## src/rtl/stage_pkg.sv

```systemverilog
// stage_pkg: shared types and default sizes for the stage pipeline traffic source.
//   stage_src_state_t : burst FSM states (idle, running beats, completion pulse)
//   stage_src_mode_t  : data pattern selector (counting or Galois LFSR)
package stage_pkg;

  localparam int DATA_W_DEF = 8;
  localparam int LEN_W_DEF  = 8;

  typedef enum logic [1:0] {
    S_IDLE = 2'd0,
    S_RUN  = 2'd1,
    S_DONE = 2'd2
  } stage_src_state_t;

  typedef enum logic {
    M_COUNT = 1'b0,
    M_LFSR  = 1'b1
  } stage_src_mode_t;

endpackage

```

## src/rtl/stage_src_if.sv

```systemverilog
// stage_src_if: valid/ready data channel from the burst source into the first stage.
//   data_out  : word to the first stage (stage1_data)
//   valid_out : data_out holds a valid word
//   ready_in  : downstream accepts the word when valid_out & ready_in
// Modports: master = transmitting source, slave = receiving stage.
interface stage_src_if #(
  parameter int DATA_W = 8
);

  logic [DATA_W-1:0] data_out;
  logic              valid_out;
  logic              ready_in;

  modport master (output data_out, output valid_out, input ready_in);
  modport slave  (input data_out, input valid_out, output ready_in);

endinterface

```

## src/rtl/stage_lfsr.sv

```systemverilog
// stage_lfsr: combinational next-value of a right-shifting Galois LFSR.
//   cur : current register value
//   nxt : value after one shift; TAPS is folded in when the bit shifted out was 1
module stage_lfsr #(
  parameter int                DATA_W = 8,
  parameter logic [DATA_W-1:0] TAPS   = 8'hB8
) (
  input  logic [DATA_W-1:0] cur,
  output logic [DATA_W-1:0] nxt
);

  // One Galois step: shift right, then apply the feedback mask if the outgoing LSB was set
  always_comb begin
    nxt = {1'b0, cur[DATA_W-1:1]};
    if (cur[0]) begin
      nxt = nxt ^ TAPS;
    end else begin
      nxt = nxt;
    end
  end

endmodule

```

## src/rtl/stage_src.sv

```systemverilog
// stage_src: burst traffic source at the head of the stage pipeline.
//   clk, rst_n : clock (rising edge), asynchronous active-low reset
//   start      : burst request, sampled only while idle
//   burst_len  : beats in the burst, latched with start (0 = completion pulse only)
//   mode       : 0 = counting words from 0, 1 = LFSR words from SEED; latched with start
//   tx         : valid/ready channel (data_out, valid_out out; ready_in in)
//   busy       : burst in progress (running or completing)
//   done       : one-cycle pulse at the end of each burst
module stage_src
  import stage_pkg::*;
#(
  parameter int                DATA_W = DATA_W_DEF,
  parameter int                LEN_W  = LEN_W_DEF,
  parameter logic [DATA_W-1:0] SEED   = 8'h01,
  parameter logic [DATA_W-1:0] TAPS   = 8'hB8
) (
  input  logic             clk,
  input  logic             rst_n,
  input  logic             start,
  input  logic [LEN_W-1:0] burst_len,
  input  logic             mode,
  stage_src_if.master      tx,
  output logic             busy,
  output logic             done
);

  localparam logic [DATA_W-1:0] DATA_ZERO = {DATA_W{1'b0}};
  localparam logic [DATA_W-1:0] DATA_ONE  = {{(DATA_W-1){1'b0}}, 1'b1};
  localparam logic [LEN_W-1:0]  LEN_ZERO  = {LEN_W{1'b0}};
  localparam logic [LEN_W-1:0]  LEN_ONE   = {{(LEN_W-1){1'b0}}, 1'b1};
  // An all-zero seed would lock the LFSR at zero, so it is promoted to 1
  localparam logic [DATA_W-1:0] SEED_EFF  = (SEED == DATA_ZERO) ? DATA_ONE : SEED;

  stage_src_state_t  state_q, state_d;
  stage_src_mode_t   mode_q, mode_d;
  logic [DATA_W-1:0] data_q, data_d;
  logic              valid_q, valid_d;
  logic              busy_q, busy_d;
  logic              done_q, done_d;
  logic [LEN_W-1:0]  rem_q, rem_d;
  logic [DATA_W-1:0] lfsr_next_s;
  logic              xfer_s;

  stage_lfsr #(
    .DATA_W (DATA_W),
    .TAPS   (TAPS)
  ) u_lfsr (
    .cur (data_q),
    .nxt (lfsr_next_s)
  );

  assign xfer_s       = valid_q & tx.ready_in;
  assign tx.data_out  = data_q;
  assign tx.valid_out = valid_q;
  assign busy         = busy_q;
  assign done         = done_q;

  // Next-state and next-output logic of the burst FSM
  always_comb begin
    state_d = state_q;
    mode_d  = mode_q;
    data_d  = data_q;
    valid_d = valid_q;
    busy_d  = busy_q;
    done_d  = 1'b0;
    rem_d   = rem_q;
    case (state_q)
      S_IDLE: begin
        valid_d = 1'b0;
        busy_d  = 1'b0;
        if (start) begin
          mode_d = stage_src_mode_t'(mode);
          busy_d = 1'b1;
          rem_d  = burst_len;
          if (burst_len != LEN_ZERO) begin
            state_d = S_RUN;
            valid_d = 1'b1;
            data_d  = (mode == 1'b1) ? SEED_EFF : DATA_ZERO;
          end else begin
            // Empty burst: go straight to the completion pulse, no beat issued
            state_d = S_DONE;
            done_d  = 1'b1;
          end
        end else begin
          state_d = S_IDLE;
        end
      end
      S_RUN: begin
        if (xfer_s) begin
          rem_d  = rem_q - LEN_ONE;
          data_d = (mode_q == M_LFSR) ? lfsr_next_s : (data_q + DATA_ONE);
          if (rem_q == LEN_ONE) begin
            state_d = S_DONE;
            valid_d = 1'b0;
            done_d  = 1'b1;
          end else begin
            state_d = S_RUN;
          end
        end else begin
          // Backpressure: word and valid held as they are
          state_d = S_RUN;
        end
      end
      S_DONE: begin
        state_d = S_IDLE;
        busy_d  = 1'b0;
        valid_d = 1'b0;
      end
      default: begin
        state_d = S_IDLE;
        valid_d = 1'b0;
        busy_d  = 1'b0;
        rem_d   = LEN_ZERO;
      end
    endcase
  end

  // State and output registers
  always_ff @(posedge clk or negedge rst_n) begin
    if (!rst_n) begin
      state_q <= S_IDLE;
      mode_q  <= M_COUNT;
      data_q  <= DATA_ZERO;
      valid_q <= 1'b0;
      busy_q  <= 1'b0;
      done_q  <= 1'b0;
      rem_q   <= LEN_ZERO;
    end else begin
      state_q <= state_d;
      mode_q  <= mode_d;
      data_q  <= data_d;
      valid_q <= valid_d;
      busy_q  <= busy_d;
      done_q  <= done_d;
      rem_q   <= rem_d;
    end
  end

endmodule

```

## src/flat_wrapper.sv

```systemverilog
// flat-port wrapper written by rule: the top's interface ports become plain ports
module stage_src_flat import stage_pkg::*;
#(
  parameter int                DATA_W = DATA_W_DEF,
  parameter int                LEN_W  = LEN_W_DEF,
  parameter logic [DATA_W-1:0] SEED   = 8'h01,
  parameter logic [DATA_W-1:0] TAPS   = 8'hB8
)
  (clk, rst_n, start, burst_len, mode, busy, done, tx_data_out, tx_valid_out, tx_ready_in);
  stage_src_if #(.DATA_W(DATA_W)) tx_i ();
  input  logic clk;
  input  logic rst_n;
  input  logic start;
  input  logic [LEN_W-1:0] burst_len;
  input  logic mode;
  output logic busy;
  output logic done;
  output wire logic [$bits(tx_i.data_out)-1:0] tx_data_out;
  output wire logic [$bits(tx_i.valid_out)-1:0] tx_valid_out;
  input wire logic [$bits(tx_i.ready_in)-1:0] tx_ready_in;
  assign tx_data_out = tx_i.data_out;
  assign tx_valid_out = tx_i.valid_out;
  assign tx_i.ready_in = tx_ready_in;
  stage_src #(.DATA_W(DATA_W), .LEN_W(LEN_W), .SEED(SEED), .TAPS(TAPS)) u_core (.clk(clk), .rst_n(rst_n), .start(start), .burst_len(burst_len), .mode(mode), .tx(tx_i), .busy(busy), .done(done));
endmodule
```

## config.mk

```make
export PLATFORM = sky130hd
export DESIGN_NAME = stage_src_flat
export DESIGN_NICKNAME = d
export VERILOG_FILES = /design/src/rtl/stage_pkg.sv /design/src/rtl/stage_src_if.sv /design/src/rtl/stage_lfsr.sv /design/src/rtl/stage_src.sv /design/src/flat_wrapper.sv
export SDC_FILE = /design/constraint.sdc
export NUM_CORES = 1
export LEC_CHECK = 0
export ABC_AREA = 1
export CAP_MARGIN = 10
export CORE_UTILIZATION = 45
export DETAILED_ROUTE_END_ITERATION = 7
export GPL_ROUTABILITY_DRIVEN = 0
export PLACE_DENSITY = 0.76
export SLEW_MARGIN = 0
export SYNTH_ARGS = -nofsm -noshare
export SYNTH_HDL_FRONTEND = slang
export SYNTH_SLANG_ARGS = --single-unit
```

## constraint.sdc

```tcl
create_clock -name clk -period 2.6 [get_ports clk]
set_clock_uncertainty 0.1 [all_clocks]
set_input_delay 0.39 -clock clk [delete_from_list [all_inputs] [get_ports clk]]
set_output_delay 0.39 -clock clk [all_outputs]
set_load 0.005 [all_outputs]
```

# Word level (Yosys, flattened, before mapping)
# Index checks and enable logic that the tools add are counted.
# Widths: inputs -> output; s select.
# word_totals
n_memories	0
latch_bits	0
out_inout_bits	11
ff_bits	22
mem_bits_ro	0
mem_bits_rw	0
# classes
mux	27
mul	0
addsub	2
magnitude_cmp	0
n_shift	0
reduce_logical	7
eq_ne	7
div_mod_pow	0
bitwise	3
# op_table
operator	n
$mux 8	7
$pmux 8 s3	1
$pmux 8 s2	1
$mux 1	10
$add 8x1->8 const B	1
$eq 8x1->1 const B	1
$mux 2	4
$reduce_bool 8->1	1
$sub 8x1->8 const B	1
$ne 2x1->1 const B	3
$pmux 1 s2	3
$not 3->4	1
$pmux 2 s2	1
$reduce_and 2->1	2
$reduce_and 4->1	1
$reduce_and 3->1	1
$eq 2x1->1 const B	1
$eq 2x2->1 const B	1
$logic_not 2->1	1
$ne 2x2->1 const B	1
$reduce_bool 2->1	1
$and 1x1->1	1
$not 1->1	1

# Logic depth before layout (Yosys ltp)
# Gate-level depths: netlist of the first run.
# logic_depth
depth_word	5
mapped_depth	11

# Cells and area by module
# Synthesis of the first run repeated with hierarchy kept, for this count alone.
# hier_totals
cells_unflattened	215
area_unflattened_um2	1486.4
# modules_own_cells
mod	area_per_inst_um2	cells_each	instances	seq_area_each_um2
stage_src	1400.1	197	1	525.5
stage_lfsr	86.3	18	1	0.0

# Worst setup path after synthesis of the first run
# No wires, ideal clock.
# synth_path
path_type	reg-to-reg
from	register u_core.done (netlist name)
to	register u_core.rem_q[2]
path_stages_with_launch	12
arrival_ns	1.260
setup_time_ns	0.118
setup_slack_ns	1.121
cell_sequence	dfrtp_1 -> inv_1 -> nand2_2 -> inv_4 -> nand2_2 -> nand2_2 -> inv_2 -> o21ai_2 -> inv_2 -> buf_6 -> nand2_2 -> o21ai_2
# synth_rtl
item	line	rtl
end signal, assigned	stage_src.sv:135	rem_q <= rem_d;
end, declared	stage_src.sv:40	logic [LEN_W-1:0] rem_q, rem_d;

# Worst setup path after layout of the first run
# layout_path
from	register u_core.data_q[0] (netlist: u_core.tx.data_out[0])
to	output port tx_data_out[0]
# layout_rtl
item	line	rtl
start, declared	stage_src.sv:36	logic [DATA_W-1:0] data_q, data_d;
start signal, assigned	stage_src.sv:131	data_q <= data_d;
end, declared	flat_wrapper.sv:18	output wire logic [$bits(tx_i.data_out)-1:0] tx_data_out;
# No word-level cell between the ends.

==> results of run 1 <==
-- cells in the mapped netlist (all sizes together) --
library cell,number,area [um^2]
nand2,72,290.3
inv,32,122.6
o21ai,32,178.9
nor2,26,100.1
dfrtp,21,525.5
nand3,18,90.09
a21oi,9,45.04
ha,3,37.54
buf,1,11.26
clkbuf,1,3.750
nor3,1,5.000
o21bai,1,7.510
or2,1,6.260
-- final cells by class --
cell class / instances / area, um^2
multi-input cells: 163 / 760.7
clock inverters: 1 / 5.005
well taps: 44 / 55.05
inverters: 32 / 122.6
flip-flops and latches: 21 / 525.5
fillers: 312 / 1299
clock buffers: 3 / 22.52
repair buffers: 24 / 237.7
-- routing by layer --
layer / up-vias / GRT usage [%] / share of wire, %
met2: 54 / 32.84 / 46
met5: - / 0 / 0
li1: 742 / - / -
met1: 648 / 30.58 / 47
met4: 0 / 6.122 / 0.63
met3: 3 / 3.125 / 6.0
-- flip-flops by register name, indices dropped and copies added (netlist names) --
| name | cells |
|---|---|
| u_core.tx.valid_out | 1 |
| u_core.done | 1 |
| u_core.busy | 1 |
| u_core.rem_q | 8 |
| u_core.mode_q | 1 |
| u_core.tx.data_out | 8 |
| u_core.state_q | 1 |
-- worst paths after layout --
path / start / end / cells past startpoint
worst max register to register: u_core.done$_DFF_PN0_ / u_core.rem_q[0]$_DFFE_PN0P_ / 10
worst min-delay path: rst_n / u_core.tx.data_out[7]$_DFFE_PN0P_ / 2
max in group asynchronous: rst_n / u_core.tx.data_out[6]$_DFFE_PN0P_ / 2
worst min register to register: u_core.busy$_DFFE_PN0N_ / u_core.busy$_DFFE_PN0N_ / 2
worst max-delay path: u_core.tx.data_out[0]$_DFFE_PN0P_ / tx_data_out[0] / 1
min in group clk: u_core.busy$_DFFE_PN0N_ / u_core.busy$_DFFE_PN0N_ / 2
-- kinds of logic (layout without fill, tap and decap cells) --
logic type	count (synthesis)	count (layout)	synth area share [%]
and+or+nand+nor	118	118	34.53
AOI/OAI and AO/OA	42	42	16.26
buffers and inverters	34	60	9.666
DFF	21	21	36.91
adders and majority gates	3	3	2.636
-- through the flow --
step / utilization, % / power [mW] / std cells / worst slack [ns] / hold WS (ns)
2_1_floorplan: - / 1.359 / 218 / 1.121 / -0.005591
3_3_place_gp: 56.20 / 1.660 / 284 / 0.7472 / 0.3722
3_5_place_dp: 56.20 / 1.680 / 284 / 0.7101 / 0.3757
4_1_cts: 57.11 / 1.849 / 288 / 0.7360 / 0.3147
5_1_grt: 57.11 / 2.031 / 288 / 0.6879 / 0.3131
6_report: 57.11 / 1.854 / 288 / 0.7376 / 0.2983
-- report_power, final --
group / internal, mW / switching, mW
clock: 0.0576 / 0.110
sequential: 0.459 / 0.170
combinational: 0.425 / 0.633
total: 0.942 / 0.912
==> flow_metrics.py, run 1 <==
metrics = {
    "sta": {
        "fin_crit_sh_pct": 71.63,
        "rsz0062_at_grt": "false",
        "tightestPinTransition_ns": 0.3685,
        "slew_headroom_pct": 75.41,
        "setup_tns_ns": 0,
        "finalHoldViolCount": 0,
        "setup_violations": 0,
        "report.final.slew_viol_count": 0,
        "timing.fmax_mhz": 536.9,
        "layout_min_cycle_time_ns": 1.862,
    },
    "final_layout": {
        "syn_to_final_growth_pct": 21.44,
        "drive_above_1_share_pct": 9.426,
        "final_cell_mix": "nand2_1, inv_1, o21ai_0",
        "fin_nets": 261,
        "diodes": 0,
        "final_common_cell": "nand2_1",
        "fin_area_um2": 1729,
    },
    "yosys": {
        "synth.avg_cell_area_um2": 6.531,
        "yosysSeqAreaShare_pct": 36.91,
        "synth_area_um2": 1424,
        "ys.warnings.count": 0,
        "syn-num-nets": 234,
        "ys_types": 18,
        "ys_seq_elements": 21,
        "netlist_instances": 218,
    },
    "critical_path": {
        "cp.required_ns": 2.11,
        "start_kind": "flop",
        "crit_slowest_cell": "clkdlybuf4s50_1",
        "crit_chain": "clkdlybuf4s50_1",
        "crit_fanout": 8,
        "rrSetupSlack_ns": 0.84,
        "path_buf_inv": 1,
        "critical_path_arrival_ns": 1.37,
        "path_class": "reg -> out",
        "critPathCaptureType": "output pin",
        "critPathTopFamily": "buffers and inverters",
        "slowest_delay_ns": 0.55,
    },
    "route": {
        "dr.first_iter.drc_count": 71,
        "avgViaCountPerCell": 5.024,
        "wl_per_cell_um": 11.59,
        "num_vias": 1447,
        "ant_nets": 0,
        "first_pass_iters": 4,
        "routed_wl_um": 3337,
        "drc_errors": 0,
    },
    "run": {
        "drv_cap": 0,
    },
    "place": {
        "placed_cell_area_um2": 1702,
        "dpl.hpwl_um": 2490,
        "io_buffer_count": 23,
    },
    "clock_tree": {
        "clockRootBuffer": "clkbuf_4",
        "cts_buffers": 3,
        "ctsHoldBuffers": 0,
        "cts_resized": 0,
        "cts.htree.levels": 1,
        "clock_latency_ns": 0.31,
        "path_clk_slew_ns": 0.12,
        "clockBufferDepth": 2,
        "post-cts-setup-buffers": 0,
        "cts_tree": "yes",
        "clock_sinks": 21,
    },
    "global_routing": {
        "grt_start_max_net_pins": 22,
        "grt_antenna_before_repair": 0,
        "grt_usage_pct": 21.16,
        "grt_pass1_wl_um": 5492,
        "overflow": 0,
        "grt_pass1_vias": 1260,
    },
    "floorplanning": {
        "die_h_um": 58.25,
        "start_util_pct": 47.02,
        "dieWidth_um": 58.25,
        "ios": 24,
        "core_region_area_um2": 3028,
        "die-area_um2": 3393,
        "rows": 20,
    },
    "min_path": {
        "min_path_type": "in -> async",
    },
    "pwr": {
        "leakage_nw": 0.8499,
        "ir_drop_mv": 0.5205,
        "p_per_area_nw_per_um2": 1072,
    },
    "run_status": {
        "status": "complete, no violations",
    },
}
Note: power is estimated with default switching activity, not from simulation.
==> inputs of run 2 (changes only) <==
Settings changed: PLACE_DENSITY 0.76 to 0.79.
Clock period 2.6 ns to 1.7 ns, I/O delays scaled along.
==> run 2 against run 1 <==
Against the previous run: register-to-register slack worse by 0.72 ns; global-route usage decreased by 0.27 points; worst hold slack lost 0.14 ns; total power up 57%; sequential power up 50%; count of clock-buffer cells in the layout is 1 higher; die area did not move; clock power is 54% higher; critical path depth is the same; via count decreased by 0.41%.
==> flow_metrics.py, run 2 (synthesis gave the netlist of run 1 again) <==
metrics = {
    "critical_path": {
        "rrSetupSlack_ns": 0.12,
        "path_class": "reg -> out",
        "cp.required_ns": 1.34,
        "crit_slowest_cell": "clkdlybuf4s50_1",
        "path_buf_inv": 1,
        "r2r_end": "u_core.tx.data_out[6]$_DFFE_PN0P_",
        "slowest_delay_ns": 0.53,
        "critical_path_arrival_ns": 1.29,
        "crit_fanout": 5,
        "worstRegToRegCells": 8,
        "critPathCaptureType": "output pin",
        "crit_chain": "clkdlybuf4s50_1",
        "critPathTopFamily": "buffers and inverters",
        "r2r_start": "u_core.tx.data_out[1]$_DFFE_PN0P_",
        "start_kind": "flop",
        "cp.depth": 1,
    },
    "sta": {
        "fin_crit_sh_pct": 96.65,
        "finalHoldViolCount": 0,
        "tightestPinTransition_ns": 0.4052,
        "timing.fmax_mhz": 608.6,
        "rsz0062_at_grt": "false",
        "slew_headroom_pct": 72.99,
        "layout_min_cycle_time_ns": 1.643,
        "setup_violations": 0,
        "report.final.slew_viol_count": 0,
        "setup_tns_ns": 0,
    },
    "floorplanning": {
        "core_region_area_um2": 3028,
        "die_h_um": 58.25,
        "ios": 24,
        "rows": 20,
        "dieWidth_um": 58.25,
        "start_util_pct": 47.02,
        "die-area_um2": 3393,
    },
    "route": {
        "wl_per_cell_um": 11.16,
        "drc_errors": 0,
        "routed_wl_um": 3292,
        "dr.first_iter.drc_count": 72,
        "first_pass_iters": 4,
        "ant_nets": 0,
        "num_vias": 1441,
        "avgViaCountPerCell": 4.885,
    },
    "clock_tree": {
        "cts_tree": "yes",
        "clock_latency_ns": 0.32,
        "clockBufferDepth": 2,
        "clockRootBuffer": "clkbuf_4",
        "cts_buffers": 3,
        "ctsHoldBuffers": 0,
        "path_clk_slew_ns": 0.13,
        "clock_sinks": 21,
        "cts.htree.levels": 1,
    },
    "final_layout": {
        "drive_above_1_share_pct": 12.75,
        "final_common_cell": "nand2_1",
        "fin_nets": 268,
        "diodes": 0,
        "syn_to_final_growth_pct": 25.66,
        "final_cell_mix": "nand2_1, inv_1, o21ai_0",
        "final_cells": 295,
        "nFillCells": 295,
    },
    "place": {
        "placedCellCount": 289,
        "io_buffer_count": 23,
        "dpl.hpwl_um": 2517,
    },
    "pwr": {
        "swShare_pct": 47.91,
        "leakage_nw": 0.8913,
        "p_switching_mw": 1.394,
        "comb_power_share_pct": 58.8,
        "power.share.clock_pct": 8.8,
        "ir_drop_mv": 0.7422,
        "p_per_area_nw_per_um2": 1626,
        "seqPwrFrac_pct": 32.3,
        "p_int_mw": 1.515,
    },
    "global_routing": {
        "grt_pass1_vias": 1220,
        "grt_pass1_wl_um": 5409,
        "grtUsageMet1_pct": 29.07,
        "grt_start_max_net_pins": 22,
        "grt_antenna_before_repair": 0,
        "busiest_layer": "met2",
        "overflow": 0,
        "grtUsageMet2_pct": 33.00,
        "grt_usage_pct": 20.88,
        "gr-usage-met3_pct": 4.688,
    },
    "run_status": {
        "status": "complete, no violations",
    },
    "min_path": {
        "min_path_type": "in -> async",
    },
    "run": {
        "drv_cap": 0,
    },
}
## run 2: cell types whose count changed in the layout (fill, tap and decap cells not counted), sizes merged
cell	delta
clkbuf	+1
dlymetal6s2s	+1
clkinv	-1
clkdlybuf4s50	-1
buf	+7
## run 2: per-layer routing
metal  up-vias  share of wire, %
met5         -                 0
met4         0              0.43
met3         2               6.3
met2        44                46
met1       638                47
li1        757                 -
## run 2: worst max-delay path by stage
stage | endpoint | startpoint
6_report | tx_data_out[1] | u_core.tx.data_out[1]$_DFFE_PN0P_
5_1_grt | tx_data_out[1] | u_core.tx.data_out[1]$_DFFE_PN0P_
4_1_cts | tx_data_out[0] | u_core.tx.data_out[0]$_DFFE_PN0P_
3_5_place_dp | u_core.tx.data_out[2]$_DFFE_PN0P_ | burst_len[4]
3_3_place_gp | u_core.rem_q[1]$_DFFE_PN0P_ | tx_ready_in
2_1_floorplan | u_core.rem_q[2]$_DFFE_PN0P_ | u_core.done$_DFF_PN0_
## run 2: power by group through the flow
stage | combinational (mW) | sequential (mW) | clock [mW]
5_1_grt | 1.94 | 0.974 | 0.282
6_report | 1.71 | 0.941 | 0.257
2_1_floorplan | 1.18 | 0.897 | 0
4_1_cts | 1.69 | 0.939 | 0.263
3_3_place_gp | 1.63 | 0.953 | 0
3_5_place_dp | 1.67 | 0.947 | 0
## run 2: timing repair
item                       in CTS  in global routing
buffers inserted                1                  1
hold endpoints to repair        0                  0
gates resized for setup         0                  5
cloned                          0                  0
setup endpoints to repair       1                 13
## run 2: through the flow
step	cell area (um^2)	total power [mW]	hold slack, ns	util [%]	setup WS, ns
after floorplan	1424	2.079	-0.1406	-	0.2215
after global placement	1739	2.582	0.3784	57.44	0.02027
after detailed placement	1739	2.616	0.3782	57.44	0.009727
after CTS	1773	2.890	0.1709	58.55	0.005169
after global routing	1789	3.197	0.1915	59.09	0.001576
final	1789	2.909	0.1606	59.09	0.05692
## run 2: final cells by class
class                   instances  area [um^2]  area share (%)
repair buffers                 31        292.8           16.36
flip-flops and latches         21        529.3           29.58
clock buffers                   4        26.28           1.469
well taps                      44        55.05           3.077
inverters                      32        125.1           6.993
multi-input cells             163        760.7           42.52
==> inputs of run 3 (changes only) <==
Settings changed: CORE_MARGIN set to 2, CORE_UTILIZATION 45 to 47, PLACE_DENSITY 0.79 to 0.82.
==> run 3 against run 2 <==
Against the previous run: non-clock buffer count shrank 1; worst hold slack gained 0.0027 ns; count of clock-buffer cells in the layout shrank 1; combinational power is essentially flat; die area grew 2.7%; critical endpoint unchanged; largest power group unchanged.
==> flow_metrics.py, run 3 (synthesis gave the netlist of run 1 again) <==
metrics = {
    "run_status": {
        "status": "complete, no violations",
    },
    "sta": {
        "finalHoldViolCount": 0,
        "timing.hold.ws_ns": 0.1633,
        "report.final.slew_viol_count": 0,
        "timing.fmax_mhz": 602.9,
        "setup_tns_ns": 0,
        "rsz0062_at_grt": "false",
        "setup_violations": 0,
        "layout_min_cycle_time_ns": 1.659,
        "tightestPinTransition_ns": 0.3201,
        "slew_headroom_pct": 78.66,
        "fin_crit_sh_pct": 97.56,
    },
    "critical_path": {
        "worstRegToRegCells": 8,
        "start_kind": "flop",
        "critPathCaptureType": "output pin",
        "crit_chain": "clkdlybuf4s50_1",
        "cp.required_ns": 1.34,
        "rrSetupSlack_ns": 0.14,
        "crit_fanout": 5,
        "critPathTopFamily": "buffers and inverters",
        "cp.depth": 1,
        "path_class": "reg -> out",
        "critical_path_arrival_ns": 1.30,
        "slowest_delay_ns": 0.53,
        "path_buf_inv": 1,
        "crit_slowest_cell": "clkdlybuf4s50_1",
    },
    "route": {
        "drc_errors": 0,
        "num_vias": 1464,
        "wl_per_cell_um": 11.99,
        "dr.first_iter.drc_count": 60,
        "ant_nets": 0,
        "first_pass_iters": 4,
        "avgViaCountPerCell": 5.210,
        "routed_wl_um": 3368,
    },
    "floorplanning": {
        "dieWidth_um": 59.04,
        "ios": 24,
        "start_util_pct": 50.33,
        "die-area_um2": 3486,
        "rows": 19,
        "die_h_um": 59.04,
        "core_region_area_um2": 2829,
    },
    "final_layout": {
        "drive_above_1_share_pct": 14.00,
        "regArea_um2": 531.8,
        "final_cell_mix": "nand2_1, inv_1, o21ai_0",
        "final_common_cell": "nand2_1",
        "nFillCells": 268,
        "diodes": 0,
        "fin_nets": 267,
        "multiInputGateArea_um2": 764.5,
        "syn_to_final_growth_pct": 24.78,
    },
    "global_routing": {
        "overflow": 0,
        "grt_pass1_vias": 1299,
        "grt_antenna_before_repair": 0,
        "grt_pass1_wl_um": 5823,
        "grt_start_max_net_pins": 22,
        "grt_usage_pct": 21.95,
    },
    "clock_tree": {
        "clockBufferDepth": 2,
        "ctsHoldBuffers": 0,
        "clock_sinks": 21,
        "cts_tree": "yes",
        "path_clk_slew_ns": 0.13,
        "clockRootBuffer": "clkbuf_4",
        "cts.htree.levels": 1,
        "cts_buffers": 3,
        "clock_latency_ns": 0.31,
    },
    "run": {
        "drv_cap": 0,
    },
    "pwr": {
        "power.share.clock_pct": 8.5,
        "swShare_pct": 48.09,
        "p_switching_mw": 1.405,
        "p_per_area_nw_per_um2": 1644,
        "leakage_nw": 0.8868,
        "comb_power_share_pct": 58.7,
        "ir_drop_mv": 1.059,
        "p_int_mw": 1.516,
        "seqPwrFrac_pct": 32.8,
    },
    "place": {
        "io_buffer_count": 23,
        "dpl.hpwl_um": 2574,
    },
    "min_path": {
        "min_path_type": "in -> async",
    },
}
## run 3: per-stage QoR
stage	util, %	setup slack, ns	std cells	power [mW]	cell area [um^2]
CTS	62.14	0.003398	281	2.884	1758
global placement	60.90	0.02144	276	2.578	1723
detailed placement	60.90	0.02612	276	2.618	1723
floorplan	-	0.2215	218	2.079	1424
global route	62.80	0.002975	281	3.229	1777
finish	62.80	0.04145	281	2.921	1777
## run 3: final cells by class
type,count,area share [%]
clock inverters,1,0.2817
well taps,31,2.183
multi-input cells,163,43.03
flip-flops and latches,21,29.93
inverters,32,7.042
clock buffers,3,1.268
repair buffers,30,16.27
## run 3: per-layer routing
metal	global-route usage, %	vias to the layer above	wire length (um)
met1	31.99	665	1677
met4	6.818	0	42
met2	33.49	41	1495
met3	3.493	4	153
li1	-	754	-
met5	0	-	0
## run 3: what timing repair did
action / CTS / global route
endpoints found under the setup margin: 1 / 15
buffers inserted: 1 / 0
resized for setup: 0 / 9
## run 3: final timing paths
kind / end / from
hold / removal: u_core.rem_q[2]$_DFFE_PN0P_ / rst_n
min in group clk: u_core.busy$_DFFE_PN0N_ / u_core.busy$_DFFE_PN0N_
max in group asynchronous: u_core.tx.data_out[6]$_DFFE_PN0P_ / rst_n
hold reg to reg: u_core.busy$_DFFE_PN0N_ / u_core.busy$_DFFE_PN0N_
setup reg to reg: u_core.tx.data_out[6]$_DFFE_PN0P_ / u_core.tx.data_out[1]$_DFFE_PN0P_
setup / recovery: tx_data_out[1] / u_core.tx.data_out[1]$_DFFE_PN0P_
## run 3: power groups by stage
| stage | logic [mW] | clock network (mW) | registers [mW] |
|---|---|---|---|
| detailed placement | 1.66 | 0 | 0.954 |
| CTS | 1.68 | 0.255 | 0.944 |
| global route | 1.95 | 0.281 | 0.998 |
| global placement | 1.63 | 0 | 0.952 |
| finish | 1.72 | 0.247 | 0.959 |
| floorplan | 1.18 | 0 | 0.897 |
